**src/rtl/gray_sequence_decoder.sv**
```systemverilog
// Gray-coded position receiver: converts samples to binary, classifies
// each step and tracks a signed position with illegal-jump fault handling.
module gray_sequence_decoder #(
    parameter int WIDTH         = 3,
    parameter int POS_WIDTH     = 8,
    parameter int ERR_CNT_WIDTH = 4
) (
    input  logic                        clock,
    input  logic                        reset,
    input  logic                        valid_in,
    input  logic [WIDTH-1:0]            gray_in,
    output logic [WIDTH-1:0]            bin_out,
    output logic                        step_up,
    output logic                        step_down,
    output logic                        wrap,
    output logic                        err_pulse,
    output logic                        fault,
    output logic                        locked,
    output logic signed [POS_WIDTH-1:0] position,
    output logic [ERR_CNT_WIDTH-1:0]    err_count
);

    typedef enum logic [1:0] {
        S_IDLE,
        S_TRACK,
        S_FAULT
    } state_t;

    localparam logic [WIDTH-1:0]         MAX_BIN = '1;
    localparam logic [ERR_CNT_WIDTH-1:0] ERR_MAX = '1;

    state_t                        state_q, state_d;
    logic [WIDTH-1:0]              bin_q, bin_d;
    logic signed [POS_WIDTH-1:0]   pos_q, pos_d;
    logic [ERR_CNT_WIDTH-1:0]      err_q, err_d;
    logic                          up_q, up_d;
    logic                          dn_q, dn_d;
    logic                          wrap_q, wrap_d;
    logic                          errp_q, errp_d;
    logic                          locked_q, locked_d;
    logic                          fault_q, fault_d;

    logic [WIDTH-1:0] cur;
    logic [WIDTH-1:0] delta;
    logic             is_hold;
    logic             is_up;
    logic             is_down;

    // Prefix XOR from the MSB down turns Gray into binary.
    always_comb begin
        cur = gray_in;
        for (int s = 1; s < WIDTH; s = s * 2) begin
            cur = cur ^ (cur >> s);
        end
    end

    // With WIDTH=1 a delta of 1 is also all-ones; up takes priority.
    always_comb begin
        delta   = cur - bin_q;
        is_hold = (delta == '0);
        is_up   = (delta == WIDTH'(1));
        is_down = (delta == MAX_BIN) && !is_up;
    end

    always_comb begin
        state_d = state_q;
        bin_d   = bin_q;
        pos_d   = pos_q;
        err_d   = err_q;
        up_d    = 1'b0;
        dn_d    = 1'b0;
        wrap_d  = 1'b0;
        errp_d  = 1'b0;
        if (valid_in) begin
            bin_d = cur;
            unique case (state_q)
                S_IDLE: begin
                    state_d = S_TRACK;
                end
                S_TRACK, S_FAULT: begin
                    if (is_hold || is_up || is_down) begin
                        state_d = S_TRACK;
                        if (is_up) begin
                            up_d   = 1'b1;
                            pos_d  = pos_q + POS_WIDTH'(1);
                            wrap_d = (bin_q == MAX_BIN) && (cur == '0);
                        end else if (is_down) begin
                            dn_d  = 1'b1;
                            pos_d = pos_q - POS_WIDTH'(1);
                        end
                    end else begin
                        state_d = S_FAULT;
                        errp_d  = 1'b1;
                        if (err_q != ERR_MAX) begin
                            err_d = err_q + ERR_CNT_WIDTH'(1);
                        end
                    end
                end
                default: begin
                    state_d = S_IDLE;
                end
            endcase
        end
        locked_d = (state_d == S_TRACK);
        fault_d  = (state_d == S_FAULT);
    end

    always_ff @(posedge clock or posedge reset) begin
        if (reset) begin
            state_q  <= S_IDLE;
            bin_q    <= '0;
            pos_q    <= '0;
            err_q    <= '0;
            up_q     <= 1'b0;
            dn_q     <= 1'b0;
            wrap_q   <= 1'b0;
            errp_q   <= 1'b0;
            locked_q <= 1'b0;
            fault_q  <= 1'b0;
        end else begin
            state_q  <= state_d;
            bin_q    <= bin_d;
            pos_q    <= pos_d;
            err_q    <= err_d;
            up_q     <= up_d;
            dn_q     <= dn_d;
            wrap_q   <= wrap_d;
            errp_q   <= errp_d;
            locked_q <= locked_d;
            fault_q  <= fault_d;
        end
    end

    assign bin_out   = bin_q;
    assign step_up   = up_q;
    assign step_down = dn_q;
    assign wrap      = wrap_q;
    assign err_pulse = errp_q;
    assign fault     = fault_q;
    assign locked    = locked_q;
    assign position  = pos_q;
    assign err_count = err_q;

endmodule

```
**config.mk**
```make
export PLATFORM = sky130hd
export DESIGN_NAME = gray_sequence_decoder
export DESIGN_NICKNAME = d
export VERILOG_FILES = /design/src/rtl/gray_sequence_decoder.sv
export SDC_FILE = /design/constraint.sdc
export NUM_CORES = 1
export LEC_CHECK = 0
export CAP_MARGIN = 15
export CORE_ASPECT_RATIO = 1.1
export CORE_MARGIN = 2
export CORE_UTILIZATION = 40
export DETAILED_ROUTE_END_ITERATION = 10
export PLACE_DENSITY_LB_ADDON = 0.05
export SLEW_MARGIN = 20
export SYNTH_ARGS = -nofsm -noshare
export SYNTH_HDL_FRONTEND = slang
export SYNTH_SLANG_ARGS = --single-unit
```
**constraint.sdc**
```tcl
create_clock -name clock -period 4 [get_ports clock]
set_input_delay 0.8 -clock clock [delete_from_list [all_inputs] [get_ports clock]]
set_output_delay 0.8 -clock clock [all_outputs]
set_load 0.005 [all_outputs]
```
* After elaboration in Yosys (flattened, before gate mapping) *
Cells that the tools add are included.
Widths: inputs -> output; s select.

operators by class
  add/subtract/negate cells = 4
  equality and inequality tests = 8
  multiplexer cells = 21
  bitwise gates (word level) = 3
  reduce and logical (&&, ||, !) cells = 12

operators by type and width
  kind                 number
  $mux 1               16
  $mux 8               2
  $add 8x2->8 const B  1
  $reduce_and 4->1     2
  $sub 8x2->8 const B  1
  $eq 3x3->1 const B   2
  $logic_not 3->1      2
  $add 4x1->4 const B  1
  $eq 2x1->1 const B   2
  $eq 2x2->1 const B   2
  $mux 2               2
  $ne 4x4->1 const B   1
  $pmux 2 s2           1
  $eq 3x1->1 const B   1
  $sub 3x3->3          1
  $xor 3x1->3          1
  $xor 3x2->3          1
  $logic_and 1x1->1    2
  $logic_not 2->1      1
  $logic_or 1x1->1     2
  $reduce_bool 2->1    1
  $reduce_or 2->1      1
  $logic_not 1->1      1
  $not 1->1            1

word-level totals
  register bits after elaboration = 23
  input port bits = 6
  output and inout port bits = 21
  word-level logic and storage cells = 58

* Logic depth before layout (Yosys ltp) *
Gate-level depths: netlist of run 1.

  depth after elaboration = 11
  depth in mapped cells = 12
  gate-level depth less buffers = 12

* Least setup slack after synthesis of run 1 *
Ideal clock, no wire load.

  path kind = input -> register
  start = in gray_in[2]
  end = reg pos_q[6], in the netlist position[6]
  library setup time = 0.127 ns
  data arrival time = 3.820 ns
  required time = 3.873 ns
  path slack = 0.054 ns
  cell stages on the path = 12
  path buffers = 0
  path through = xnor2_1 xor2_1 ha_1 fa_1 xor3_2 or3_1 fa_1 a21o_1 a311o_1 a21oi_1 xor2_1 o21ai_0

on the way
  cells in the longest elaborated chain, start to end = 8
  elaborated cells between the ends (all ways) = 13
  those cells by class = add/sub (1); eq/ne (2); mux (1); bitwise (2); reduce/logical (7)

RTL lines
  item                                                                           line  RTL
  from (decl)                                                                    11    input logic [WIDTH-1:0] gray_in,
  $xor 3x2->3 (*)                                                                53    cur = cur ^ (cur >> s);
  $xor 3x1->3 (*)                                                                53
  $sub 3x3->3 (*)                                                                59    delta = cur - bin_q;
  $eq 3x1->1                                                                     61    is_up = (delta == WIDTH'(1));
  $logic_not 1->1                                                                62    is_down = (delta == MAX_BIN) && !is_up;
  $logic_and 1x1->1                                                              62
  $reduce_bool 2->1 (no source line) / $logic_or 1x1->1 (equally long branches)  --
  $reduce_and 4->1 (no source line)                                              --
  to (signal assigned)                                                           123   pos_q <= pos_d;
  to (decl)                                                                      34    logic signed [POS_WIDTH-1:0] pos_q, pos_d;

Every way passes the cells marked *; elsewhere a longest branch is shown, timed or not.
A chain may end at the register's enable or synchronous reset.

* Final worst setup path of run 1 *
  start = in gray_in[0]
  end = reg pos_q[6], in the netlist position[6]

Same word-level chain as after synthesis.

==> results of run 1 <==
==> power by group through the flow <==
stage	clock network, uW	logic [uW]	registers [uW]
after floorplan	0	452	401
after detailed placement	0	794	408
after global placement	0	772	402
after CTS	116	802	402
final	111	818	401
after global routing	129	918	417
==> layer usage <==
layer / vias to the layer above / share of wire
met5: - / 0
met4: 0 / 0.0078
met3: 2 / 0.027
met2: 16 / 0.50
met1: 471 / 0.47
li1: 479 / -
==> flip-flops by register name, summed over array words and instances (netlist names) <==
register / count
bin_out: 3
position: 8
err_count: 4
wrap: 1
locked: 1
err_pulse: 1
step_up: 1
state_q: 2
step_down: 1
fault: 1
==> cell usage after synthesis <==
cell                        n  area (um2)
sky130_fd_sc_hd__mux2_1     1       11.26
sky130_fd_sc_hd__nand2_2    1       6.260
sky130_fd_sc_hd__a21o_1     2       15.01
sky130_fd_sc_hd__xnor2_1    7       61.31
sky130_fd_sc_hd__xor3_2     1       25.02
sky130_fd_sc_hd__dfrtp_1   23       575.6
sky130_fd_sc_hd__mux2_4     2       30.03
sky130_fd_sc_hd__o22ai_1    1       6.260
sky130_fd_sc_hd__mux2i_1    1       10.01
sky130_fd_sc_hd__o31ai_2    1       12.51
sky130_fd_sc_hd__a311o_1    1       10.01
sky130_fd_sc_hd__nor2b_1    3       18.77
sky130_fd_sc_hd__nor2_8     1       20.02
sky130_fd_sc_hd__fa_1       2       40.04
sky130_fd_sc_hd__xor2_1     4       35.03
sky130_fd_sc_hd__inv_1      5       18.77
sky130_fd_sc_hd__o21ai_0    8       40.04
sky130_fd_sc_hd__a211oi_1   1       7.510
sky130_fd_sc_hd__a31oi_1    1       6.260
sky130_fd_sc_hd__nand4b_1   1       8.760
sky130_fd_sc_hd__nor2_1     3       11.26
sky130_fd_sc_hd__and2_1     1       6.260
sky130_fd_sc_hd__or3_1      1       6.260
sky130_fd_sc_hd__o31ai_1    1       7.510
sky130_fd_sc_hd__nor4_1     1       6.260
sky130_fd_sc_hd__nand3_1    1       5.000
sky130_fd_sc_hd__o211ai_1   1       7.510
sky130_fd_sc_hd__nand2b_1   2       12.51
sky130_fd_sc_hd__nand2_1    9       33.78
sky130_fd_sc_hd__nand4_2    1       12.51
sky130_fd_sc_hd__a21oi_1    7       35.03
sky130_fd_sc_hd__buf_2      1       5.000
sky130_fd_sc_hd__ha_1      10       125.1
sky130_fd_sc_hd__mux2_2     2       22.52
sky130_fd_sc_hd__nor4b_1    1       8.760
sky130_fd_sc_hd__and3_2     1       7.510
==> per-stage QoR <==
stage	power [uW]	hold WS (ns)
6_report	1330	0.4954
4_1_cts	1319	0.5008
5_1_grt	1464	0.5312
3_5_place_dp	1202	0.4795
2_1_floorplan	852.9	0.4693
3_3_place_gp	1174	0.4680
==> repair_timing <==
action | CTS | global route
setup endpoints to repair | 2 | 2
pin swaps | 0 | 4
gates cloned | 0 | 0
setup buffers | 0 | 1
resized for setup | 1 | 7
hold buffers | 0 | 0
==> final timing paths <==
check	to	slack (ns)	cells after the start
worst max-delay path	position[6]$_DFFE_PP0P_	0.21	12
worst min-delay path	position[7]$_DFFE_PP0P_	0.50	1
worst max register to register	position[6]$_DFFE_PP0P_	0.83	10
worst min register to register	position[7]$_DFFE_PP0P_	0.50	1
max in group asynchronous	position[2]$_DFFE_PP0P_	2.50	2
min in group asynchronous	bin_out[2]$_DFFE_PP0P_	0.95	2
==> worst max-delay path: cells and delay by family <==
family / cells / cell delay [ns]
AOI/OAI and AO/OA: 4 / 0.81
adders and majority gates: 3 / 0.97
xor gates and xnor gates: 3 / 0.56
and+or+nand+nor: 1 / 0.43
buffers and inverters: 1 / 0.44
==> area by class of cell <==
cell class	count	area [um2]
Clock buffer	3	22.52
Clock inverter	1	5.005
Fill cell	277	1303
Inverter	5	18.77
Multi-Input combinational cell	81	695.7
Sequential cell	23	575.6
Tap cell	34	42.54
Timing Repair Buffer	42	385.4
==> cells by family (layout without fill, tap and decap cells) <==
| logic type | after synthesis | after routing | synth area share |
|---|---|---|---|
| adder cells (fa/ha/maj) | 12 | 12 | 0.1299 |
| flip-flops | 23 | 23 | 0.4528 |
| XOR/XNOR | 12 | 12 | 0.09547 |
| AO/OA/AOI/OAI | 24 | 24 | 0.1161 |
| AND/OR/NAND/NOR | 27 | 27 | 0.1289 |
| multiplexers | 6 | 6 | 0.05807 |
| buffers and inverters | 6 | 51 | 0.01870 |
==> Implementation_results.wiki, run 1 <==
{| class="wikitable"
! Metric !! Value
|-
| Result of the run || completed
|-
| Post-synthesis sequential area ratio || 0.4528
|-
| Most frequent cell on the critical path || sky130_fd_sc_hd__xor2_1
|-
| Final wirelength || 2435 um
|-
| Switching Share || 0.3698
|-
| Tot GR Track Use || 0.1519
|-
| Avg Cell Area, Syn || 11.56 um2
|-
| Beginning of the critical path || gray_in[0]
|-
| Static leakage || 0.0008179 uW
|-
| Cell at the slowest stage of the critical path || sky130_fd_sc_hd__clkdlybuf4s50_1
|-
| Cell area after layout || 1745 um2
|-
| Number of global-route vias before repair || 997
|-
| Part of the power in combinational logic || 0.615
|-
| Fmax || 263.8 MHz
|-
| Placement-stage cell area || 1682 um2
|-
| Clock network power share || 0.083
|-
| Total iterations of the first detailed-routing run || 4
|-
| Transition time of the tightest slew-check pin || 0.8834 ns
|-
| Crit path largest cell delay || 0.44 ns
|-
| Worst vdd ir || 0.0003893 V
|-
| Switching Power || 491.8 uW
|-
| Relative slew slack || 0.4104
|-
| Sequential group share of total power || 0.301
|-
| CTS tree || done
|-
| Number of pins with negative max-slew slack in the final report || 0
|-
| Clock transition at the registers of the reported paths || 0.14 ns
|-
| Port Buf Inserts || 26
|-
| Crit-path cells || clkdlybuf4s50_1 -> xor2_1 -> ha_1 -> fa_1 -> xor3_2 -> or3_4 -> fa_2 -> a21o_1 -> a311o_1 -> a21oi_2 -> xor2_1 -> o21ai_0
|-
| CTS H-tree lvls || 1
|-
| Final cell count without fillers || 189
|-
| Setup slack of the critical path after layout || 0.2088 ns
|-
| WL/cell || 12.88 um
|-
| Remaining routing DRC violations || 0
|-
| Core ar. || 3048 um2
|-
| Congestion Overflow GR || 0
|-
| Max clock buf depth || 2
|-
| Met3 usage in global routing || 0.01848
|-
| Number of warnings reported in the yosys synthesis log || 0
|-
| WP data required || 4.20 ns
|-
| Endpoints failing setup || 0
|-
| Setup repair after global routing missed its margin || no
|-
| Commonest non-fill, non-tap cells in the layout || sky130_fd_sc_hd__clkdlybuf4s50_1 (24), sky130_fd_sc_hd__dfrtp_1 (23), sky130_fd_sc_hd__buf_4 (16), sky130_fd_sc_hd__ha_1 (10), sky130_fd_sc_hd__nand2_1 (9)
|-
| Clk root buf || sky130_fd_sc_hd__clkbuf_4
|-
| Cts bufs inserted || 3
|-
| Critical Path AT || 3.99 ns
|-
| Mapped cell area || 1271 um2
|-
| Number of cells in the design after placement || 184
|-
| Overall die width || 57.75 um
|-
| Min-Delay Startpoint || position[7]$_DFFE_PP0P_
|-
| Reg2reg start || bin_out[0]$_DFFE_PP0P_
|-
| Clock sink total || 23
|-
| Row count || 21
|-
| I/O Pins || 27
|-
| Design internal power || 838.2 uW
|-
| Post-Route Skew || 0.006537 ns
|-
| Power density normalized to cell area || 762.0 nW/um2
|-
| Setup slack at placement || -0.4091 ns
|-
| Global-route met2 utilization || 0.2443
|-
| Height of the chip || 63.13 um
|-
| Number of nets with antenna violations after routing || 0
|-
| Antenna Cells || 0
|-
| Antenna violations before repair || 0
|-
| Period Utilization, post-route || 0.9478
|-
| Global-route wire length before repair || 4340 um
|-
| MaxCap Viol Count || 0
|-
| Yosys reg bits || 23
|-
| Start-to-end type of the worst setup path || in2reg
|-
| Detailed Route Iter0 Violations || 30
|-
| Shortest clock period the worst path allows after layout || 3.791 ns
|-
| Placed wire-length estimate after detailed placement || 1925 um
|-
| Global routing met1 resource utilization || 0.2058
|-
| Most common cell after layout, fill and taps aside || sky130_fd_sc_hd__clkdlybuf4s50_1
|-
| Class of the worst hold path || reg2reg
|-
| Count of final hold-check violations || 0
|-
| Final RePlAce weighted congestion || 0.7231
|-
| Share of cells above drive strength 1 || 0.2258
|-
| Final Core Density || 0.5727
|-
| Total Negative Setup Slacks || 0 ns
|-
| Worst-path maximum fanout || 6
|-
| Most Used Layer, Global Route || met2
|-
| Number of nets at the end of the flow || 174
|-
| Growth of design area from synthesis to finish || 37.30%
|-
| Synthesized netlist net count || 128
|-
| Starting density of the core || 0.4171
|-
| Die ar. || 3645 um2
|-
| Synth cell types || 36
|-
| Cell count after synthesis || 110
|-
| Type of element capturing the critical path || register
|-
| Routed vias/inst || 5.122
|-
| Vias after detailed routing || 968
|-
| Maximum number of pins on one net before global-route repair || 24
|-
| CP Launch Type || input port
|-
| Clock latency on the worst-skew pair || 0.31 ns
|}
Note: power is estimated with default switching activity, not from simulation.
==> run 2: changes to the inputs <==
RECOVER_POWER = 50   (was unset)
==> run 2 against run 1 <==
  * Global-route usage did not move
  * Non-clock buffer count unchanged
  * Via count is 0.10% lower
  * Final area stayed put
  * Critical endpoint unchanged
  * Highest routed layer unchanged
  * Largest power group unchanged
  * Largest cell class unchanged
==> Implementation_results.wiki, run 2 (synthesis results as in run 1) <==
{| class="wikitable"
! Metric !! Value
|-
| Critical Path AT || 3.99 ns (about the same)
|-
| Clk root buf || sky130_fd_sc_hd__clkbuf_4
|-
| Number of nets with antenna violations after routing || 0 (unchanged)
|-
| Tot GR Track Use || 0.1519 (unchanged)
|-
| Result of the run || completed
|-
| Growth of design area from synthesis to finish || 37.30% (unchanged)
|-
| Vias after detailed routing || 967 (-0.10%)
|-
| I/O Pins || 27 (unchanged)
|-
| Final cell count without fillers || 189 (unchanged)
|-
| Core ar. || 3048 um2 (unchanged)
|-
| Final wirelength || 2436 um (about the same)
|-
| Most frequent cell on the critical path || sky130_fd_sc_hd__xor2_1
|-
| Number of cells in the design after placement || 184 (unchanged)
|-
| Max clock buf depth || 2 (unchanged)
|-
| Crit path largest cell delay || 0.44 ns (about the same)
|-
| Worst-path maximum fanout || 6 (unchanged)
|-
| Starting density of the core || 0.4171 (unchanged)
|-
| CP Launch Type || input port
|-
| Type of element capturing the critical path || register
|-
| Most common cell after layout, fill and taps aside || sky130_fd_sc_hd__dfrtp_1
|-
| Transition time of the tightest slew-check pin || 0.8798 ns (-0.003585 ns)
|-
| Port Buf Inserts || 26 (unchanged)
|-
| Routed vias/inst || 5.116 (-0.10%)
|-
| Congestion Overflow GR || 0 (unchanged)
|-
| Clock sink total || 23 (unchanged)
|-
| Number of global-route vias before repair || 997 (unchanged)
|-
| Final RePlAce weighted congestion || 0.7231 (unchanged)
|-
| WL/cell || 12.89 um (about the same)
|-
| Multi-input logic area || 695.7 um2 (unchanged)
|-
| Class of the worst hold path || reg2reg
|-
| Static leakage || 0.0008374 uW (+2.4%)
|-
| Remaining routing DRC violations || 0 (unchanged)
|-
| Share of cells above drive strength 1 || 0.2258 (unchanged)
|-
| MaxCap Viol Count || 0 (unchanged)
|-
| Cts bufs inserted || 3 (unchanged)
|-
| Final Core Density || 0.5727 (unchanged)
|-
| Endpoints failing setup || 0 (unchanged)
|-
| Crit-path cells || clkdlybuf4s50_1 -> xor2_1 -> ha_1 -> fa_1 -> xor3_2 -> or3_4 -> fa_2 -> a21o_1 -> a311o_1 -> a21oi_2 -> xor2_1 -> o21ai_0
|-
| Antenna violations before repair || 0 (unchanged)
|-
| Total Negative Setup Slacks || 0 ns (unchanged)
|-
| Row count || 21 (unchanged)
|-
| Number of fill cells || 277 (unchanged)
|-
| Global-route wire length before repair || 4340 um (unchanged)
|-
| Count of final hold-check violations || 0 (unchanged)
|-
| Setup repair after global routing missed its margin || no
|-
| Total power draw || 1321 uW (-0.68%)
|-
| Fmax || 263.7 MHz (about the same)
|-
| Number of hold buffers added after cts || 0 (unchanged)
|-
| Total iterations of the first detailed-routing run || 4 (unchanged)
|-
| Detailed Route Iter0 Violations || 33 (+10%)
|-
| Shortest clock period the worst path allows after layout || 3.793 ns (+0.001360 ns)
|-
| Seq. cell area || 575.6 um2 (unchanged)
|-
| Cell at the slowest stage of the critical path || sky130_fd_sc_hd__clkdlybuf4s50_1
|-
| Start-to-end type of the worst setup path || in2reg
|-
| Overall die width || 57.75 um (unchanged)
|-
| Clock transition at the registers of the reported paths || 0.14 ns (about the same)
|-
| Relative slew slack || 0.4128 (+0.002393)
|-
| Placed wire-length estimate after detailed placement || 1925 um (unchanged)
|-
| Period Utilization, post-route || 0.9481 (about the same)
|-
| Commonest non-fill, non-tap cells in the layout || sky130_fd_sc_hd__dfrtp_1 (23), sky130_fd_sc_hd__buf_4 (16), sky130_fd_sc_hd__clkdlybuf4s50_1 (15), sky130_fd_sc_hd__ha_1 (10)
|-
| Clock latency on the worst-skew pair || 0.31 ns (about the same)
|-
| Number of pins with negative max-slew slack in the final report || 0 (unchanged)
|-
| CTS H-tree lvls || 1 (unchanged)
|-
| Worst vdd ir || 0.0003891 V (about the same)
|-
| Number of nets at the end of the flow || 174 (unchanged)
|-
| Maximum number of pins on one net before global-route repair || 24 (unchanged)
|-
| Power density normalized to cell area || 756.8 nW/um2 (-0.68%)
|-
| Post-Route Skew || 0.006204 ns (-0.0003330 ns)
|-
| Die ar. || 3645 um2 (unchanged)
|-
| WP data required || 4.20 ns (about the same)
|-
| Max reg flops || 8 (unchanged)
|-
| Antenna Cells || 0 (unchanged)
|-
| Height of the chip || 63.13 um (unchanged)
|-
| CTS tree || done
|}
-- run 2: cell count changes in the layout (fill, tap and decap cells not counted) --
cell,previous run,this run
sky130_fd_sc_hd__dlygate4sd3_1,0,9
sky130_fd_sc_hd__clkdlybuf4s50_1,24,15
-- run 2: per-layer routing --
metal	vias to the layer above	global-route usage	routed length, um
met4	0	0.06105	19
li1	479	-	-
met1	470	0.2058	1136
met3	2	0.01848	65
met2	16	0.2443	1216
met5	-	0	0
-- run 2: path summary, 6_finish.rpt --
kind	end	slack (ns)	cells after the start	from
worst min register to register	position[7]$_DFFE_PP0P_	0.49	1	position[7]$_DFFE_PP0P_
min in group asynchronous	bin_out[2]$_DFFE_PP0P_	1.09	2	reset
worst max-delay path	position[6]$_DFFE_PP0P_	0.21	12	gray_in[0]
worst max register to register	position[6]$_DFFE_PP0P_	0.83	10	bin_out[0]$_DFFE_PP0P_
worst min-delay path	position[7]$_DFFE_PP0P_	0.49	1	position[7]$_DFFE_PP0P_
max in group asynchronous	position[2]$_DFFE_PP0P_	2.37	2	reset
-- run 2: critical path: cells and delay by family --
family,cells,cell delay [ns]
simple gates,1,0.43
fa+ha+maj,3,0.97
buf+inv,1,0.44
compound gates,4,0.81
xor+xnor,3,0.56
-- run 2: power by group --
| group | internal [uW] | total [uW] | switching [uW] | leakage [uW] |
|---|---|---|---|---|
| Sequential | 319 | 400 | 80.8 | 0.000288 |
| Clock | 37.3 | 111 | 73.7 | 0.0000177 |
| Combinational | 474 | 810 | 336 | 0.000532 |
| Total | 830 | 1320 | 491 | 0.000837 |
-- run 2: stage by stage --
step	instance area (um2)	setup slack [ns]	hold WS, ns
after global routing	1745	0.01292	0.5312
final	1745	0.2074	0.4945
after CTS	1714	0.01876	0.5008
after detailed placement	1682	-0.4091	0.4795
after global placement	1682	-0.3345	0.4680
after floorplan	1271	0.05368	0.4693
-- run 2: area by class of cell --
class,instances,area share
Clock buffer,3,0.01290
Clock inverter,1,0.002867
Inverter,5,0.01075
Multi-Input combinational cell,81,0.3986
Sequential cell,23,0.3297
Tap cell,34,0.02437
Timing Repair Buffer,42,0.2208
-- run 2: what timing repair did --
action	in CTS	in global routing
endpoints found under the hold margin	0	0
gates cloned	0	0
setup endpoints to repair	2	2
gates resized for setup	1	7
pin swaps	0	4
setup buffers	0	1
==> run 3: changes to the inputs <==
CTS_CLUSTER_SIZE = 16   (was unset)
==> results of run 3 <==
Same layout as run 2: the final DEF is identical, and so are final timing and power.
